## config.mk

```make
export PLATFORM = sky130hd
export DESIGN_NAME = sqrt_sched
export DESIGN_NICKNAME = d
export VERILOG_FILES = /design/src/rtl/sqrt_sched.sv
export SDC_FILE = /design/constraint.sdc
export NUM_CORES = 1
export LEC_CHECK = 0
export CAP_MARGIN = 20
export CORE_ASPECT_RATIO = 0.5
export CORE_MARGIN = 2
export CORE_UTILIZATION = 37
export DETAILED_ROUTE_END_ITERATION = 8
export PLACE_DENSITY = 0.6
export SLEW_MARGIN = 20
export SYNTH_ARGS = -nofsm -noshare
export SYNTH_HDL_FRONTEND = slang
export SYNTH_SLANG_ARGS = --single-unit
export TNS_END_PERCENT = 5
```

## constraint.sdc

```tcl
create_clock -name clk -period 12.3 [get_ports clk]
set_input_delay 3.69 -clock clk [delete_from_list [all_inputs] [get_ports clk]]
set_output_delay 3.69 -clock clk [all_outputs]
set_load 0.005 [all_outputs]
```

## src/rtl/sqrt_sched.sv

```systemverilog
// sqrt_sched: shared 8.8 fixed-point square-root engine with a two-port
// round-robin front end. One result bit is resolved per clock.
//
// state | meaning
// IDLE  | waiting for a request; arbitrates and captures an operand
// CALC  | iterating, one result bit per edge, MSB first
module sqrt_sched (
  input  logic        clk,
  input  logic        rst,
  input  logic        req0,
  input  logic [7:0]  a0,
  input  logic        req1,
  input  logic [7:0]  a1,
  output logic        gnt0,
  output logic        gnt1,
  output logic        busy,
  output logic        done,
  output logic        owner,
  output logic [15:0] out
);

  typedef enum logic {IDLE = 1'b0, CALC = 1'b1} state_t;

  state_t      state, state_nxt;
  logic [31:0] x;
  logic [15:0] res;
  logic [3:0]  i;
  logic        last;
  logic        cur;

  logic        any_req;
  logic        sel;
  logic        grant_ok;
  logic        do_grant;
  logic [7:0]  opnd;
  logic [15:0] trial;
  logic [31:0] sq;
  logic [15:0] res_nxt;

  // Arbitration, trial square and next state. A grant is accepted in IDLE
  // and also on the final iteration edge so back-to-back requests lose no cycle.
  always_comb begin
    state_nxt = state;
    any_req   = req0 | req1;
    sel       = (req0 & req1) ? ~last : req1;
    opnd      = sel ? a1 : a0;
    grant_ok  = (state == IDLE) || (i == 4'd0);
    do_grant  = any_req & grant_ok;
    trial     = res | (16'd1 << i);
    sq        = {16'h0000, trial} * {16'h0000, trial};
    res_nxt   = (sq <= x) ? trial : res;
    case (state)
      IDLE: if (do_grant) state_nxt = CALC;
      CALC: if (i == 4'd0) state_nxt = do_grant ? CALC : IDLE;
      default: state_nxt = IDLE;
    endcase
  end

  // State register.
  always_ff @(posedge clk or posedge rst) begin
    if (rst) state <= IDLE;
    else     state <= state_nxt;
  end

  // Datapath: iteration, result/owner capture on the last bit, operand capture on grant.
  // A grant on the final edge overrides the iteration updates of res and i.
  always_ff @(posedge clk or posedge rst) begin
    if (rst) begin
      x     <= 32'd0;
      res   <= 16'd0;
      i     <= 4'd0;
      last  <= 1'b1;
      cur   <= 1'b0;
      gnt0  <= 1'b0;
      gnt1  <= 1'b0;
      done  <= 1'b0;
      owner <= 1'b0;
      out   <= 16'h0000;
    end else begin
      gnt0 <= 1'b0;
      gnt1 <= 1'b0;
      done <= 1'b0;
      if (state == CALC) begin
        res <= res_nxt;
        i   <= i - 4'd1;
        if (i == 4'd0) begin
          out   <= res_nxt;
          owner <= cur;
          done  <= 1'b1;
        end
      end
      if (do_grant) begin
        x    <= {8'h00, opnd, 16'h0000};
        res  <= 16'd0;
        i    <= 4'd15;
        last <= sel;
        cur  <= sel;
        gnt0 <= ~sel;
        gnt1 <= sel;
      end
    end
  end

  assign busy = (state == CALC);

endmodule

```

# == Yosys cells after proc, flatten, opt, wreduce, memory -nomap -nowiden ==
# Index checks and enable logic that the tools add are counted.
# word_totals
reg_bits,51
latchBits,0
mem_bits_rw,0
rom_bits,0
out_inout_bits,21
wordCells,40
mem_count,0
# op_classes
addsub,1
mul,1
n_div,0
order_cmp,1
eq_ne,0
shift,1
mux,14
bitwise_logic,7
n_reduce_logical,4
# ops
cell,n
$mux 16,3
$le 32x24->1,1
$mul 16x16->32,1
$or 16x16->16,1
$shl 1x4->16 const A,1
$mux 4,2
$mux 8,1
$mux 1,7
$logic_not 4->1,1
$sub 4x1->4 const B,1
$not 1->1,3
$and 1x1->1,2
$pmux 1 s2,1
$reduce_and 2->1,1
$reduce_bool 2->1,1
$logic_or 1x1->1,1
$or 1x1->1,1

# == Longest topological paths before layout ==
# logic_depth
depth_word,7
ltp_mapped,37

# == Least setup slack after synthesis ==
# Ideal clock, no wire load.
# synth_path
kind,reg2reg
from,register i[0]
to,register res[10]
t_arrival_ps,8526
required_time_ps,12207
path_slack_ps,3681
stages_incl_launch_ff,35
cell_sequence,dfrtp_1 -> inv_1 -> ha_1 -> clkbuf_1 -> a21oi_1 -> clkinv_1 -> nand2_1 -> fa_1 -> fa_1 -> inv_1 -> fa_1 -> inv_1 -> fa_1 -> fa_1 -> fa_1 -> inv_1 -> ha_1 -> buf_2 -> a21oi_2 -> nand2_1 -> a221oi_1 -> a2bb2oi_1 -> nand2_1 -> a21oi_1 -> xnor2_1 -> ha_1 -> nand3_1 -> nor4_1 -> o311ai_1 -> nor4b_2 -> a41oi_1 -> nor4_1 -> nand4_2 -> buf_6 -> o31ai_2
# synth_via
elab_chain_cells,7
word_cells_on_any_way,11
cone_classes,mul: 1; order compare: 1; shift: 1; mux: 3; bitwise: 2; reduce/logical: 3
# synth_rtl
element,line_no,text
from (decl),27,logic [3:0] i;
from (signal assigned),85,i <= i - 4'd1;
$shl 1x4->16,49,trial = res | (16'd1 << i);
$or 16x16->16,49,
$mul 16x16->32,50,"sq = {16'h0000, trial} * {16'h0000, trial};"
$le 32x24->1,51,res_nxt = (sq <= x) ? trial : res;
$mux 16,51,
$mux 16,83,if (state == CALC) begin
$mux 16,92,if (do_grant) begin
to (signal assigned),84,res <= res_nxt;
to (decl),26,logic [15:0] res;
# Several ways; a longest one is shown, not always the timed one. The select of a mux whose other input is x is not followed.
# A chain may end at the register's enable or synchronous reset.

# == Final worst setup path ==
# layout_path
from,register i[3]
to,register res[9]
# Same word-level chain as after synthesis.

==> flow_summary.ini <==
[run_status]
status = finished, final reports clean

[synth]
synth_top_area_cell = fa_1
synth_seq_cells = 51
synthTopCellsByCount = 241 x inv_1, 168 x nand2_1, 166 x fa_1
synthMuxAreaShare_pct = 0.401
synthFlopType = dfrtp_1
synth.area.top_cells = fa_1 33%, ha_1 13%, dfrtp_1 13%, inv_1 9.1%, nand2_1 6.3%
syn_area_per_cell_um2 = 8.81
synth_warnings = 0
synth.most_common_cell = inv_1
ys_async_sr_fraction_pct = 100
synth-compound-area-share_pct = 13.3
synth_seq_area_share_pct = 12.8
syn_inst = 1134
ys_types = 70
netlist_area_um2 = 9990
synth_edf_count = 0
syn_nets = 1427
synth-adder-area-share_pct = 46.7
synth-xor-area-share_pct = 2.63
synthSimpleGateAreaFrac_pct = 13.0
synth_top_family_by_area = adder cells
synth_top_area_share_pct = 33.3

[setup_path]
worst_ep_arrival_time_ps = 10690
crit_top_cell = fa_1
cp-end-kind = flip-flop
critical_path_class = flip-flop to flip-flop
cp_max_fo = 20
slowest_delay_ps = 670
critPathSlowestCell = nand4_2
r2r_end = res[9]
rrSetupSlack_ps = 1790
crit_required_ps = 12490
r2r-start = i[3]
cp-start-kind = flip-flop
r2r_cells = 30

[cts]
cts_resized = 0
worstSkewPairLatency_ps = 290
cts_buffers = 5
cts_tree = built
cts_max_level = 2
clock-sinks = 51
ctsHoldBuffers = 0
postCtsSetupRepairBufs = 0
root_buffer = clkbuf_16
clk_path_buf_depth = 2
clkTransAtPathRegs_ps = 70

[die]
num_rows = 42
fp.dieArea_um2 = 28400
start_util_pct = 37.7
die_x_um = 236
core_area_um2 = 26500
ioPinCount = 41
die_h_um = 120

[global_routing]
grt_start_max_net_pins = 52
grt_remaining_overflow = 0
grt_use_total_pct = 19.1
antenna_found_initial = 0
grt_pass1_wl_um = 42700
grt_pass1_vias = 8003

[drt]
drt_iter0_drc = 656
vias = 7666
avgRoutedWirePerCell_um = 17.4
antenna_left = 0
via_per_inst = 5.09
drc = 0
drt_wl_total_um = 26200
drt-pass1-iter-count = 5

[sta]
hold_viol = 0
final_max_slew_viol_count = 0
maxSlewHeadroom_pct = 30.6
layout_min_cycle_time_ps = 10510
tightest_slew_ps = 1040
finalSetupViolCount = 0
min_period_over_period_pct = 85.4
fin_skew_ps = 7.56
finalSetupTns_ps = 0
fmax_mhz = 95.2
rsz0062_at_grt = no

[finish]
drive_above_1_share_pct = 4.51
num_antenna_cells = 0
layout.nets = 1446
syn2layout_area_growth_pct = 9.04
nFillCells = 2638

[place]
hpwlAfterDp_um = 21400
globalplace.congestion = 0.940
port_buffers = 40

[worst_hold_path]
holdPathStages = 2
whs_endpoint = out[13]
hp-class = flip-flop to flip-flop
hold_path_startpoint = out[13]

[flow_run]
maxCapViolations = 0
## worst max path at each step
stage / to / from / cells past startpoint / slack, ps
after global placement: out[1] / i[3] / 30 / 2180
after CTS: res[9] / i[3] / 30 / 1890
after global routing: out[1] / i[3] / 30 / 1230
after detailed placement: res[9] / i[3] / 30 / 1940
final: res[9] / i[3] / 30 / 1790
after floorplan: res[10] / i[0] / 34 / 3680
## placed cells by master (no fill, tap or decap), drive strengths merged, types with 12 or more instances in the layout
master,instances
nor2,84
o31ai,19
dfrtp,50
a21o,21
a21oi,39
nand2,169
buf,12
xor2,16
o21ai,35
ha,107
clkdlybuf4s50,40
inv,241
xnor2,14
fa,166
nand4,12
## final cells by class
cell class / instances / area [µm²] / area share [%]
multi-input cells: 796 / 7600 / 69.8
repair buffers: 52 / 490 / 4.50
flip-flops and latches: 51 / 1280 / 11.7
inverters: 247 / 928 / 8.52
clock inverters: 2 / 16.3 / 0.149
well taps: 352 / 440 / 4.04
clock buffers: 6 / 139 / 1.28
## cells by family after synthesis
| family | after synthesis |
|---|---|
| muxes | 4 |
| xor gates and xnor gates | 30 |
| AOI/OAI and AO/OA | 184 |
| and+or+nand+nor | 305 |
| buffers and inverters | 287 |
| adders and majority gates | 273 |
| DFF | 51 |
## per-layer routing
layer	wire length, µm	up-vias	GRT usage, %
li1	-	3616	-
met3	1550	22	2.74
met5	0	-	0
met4	397	0	3.52
met2	12000	183	31.0
met1	12300	3845	27.5
## worst max-delay path, delay by kind of cell (launching register included)
kind                     cells  cell delay (ps)
AO/OA/AOI/OAI                9             2470
XOR/XNOR                     1              100
adder cells (fa/ha/maj)      8             3650
buffers and inverters        4              840
flip-flops                   1              600
AND/OR/NAND/NOR              8             2690
## metrics by stage
stage	cell area (µm²)	instances	setup slack (ps)	hold WS [ps]	util (%)
detailed placement	10700	1498	1940	463	40.5
CTS	10900	1506	1890	479	41.1
finish	10900	1506	1790	473	41.1
floorplan	9990	1134	3680	439	-
global placement	10700	1498	2180	457	40.5
global route	10900	1506	1230	488	41.1
## sequential cells by signal (all words and copies together), names as in the netlist
name and flops:
busy 1, cur 1, done 1, gnt0 1
gnt1 1, i 4, last 1, out 16
owner 1, res 16, x 8
Power is not shown: default switching activity piles up to over one toggle a cycle in this logic, so the estimate is an artifact.
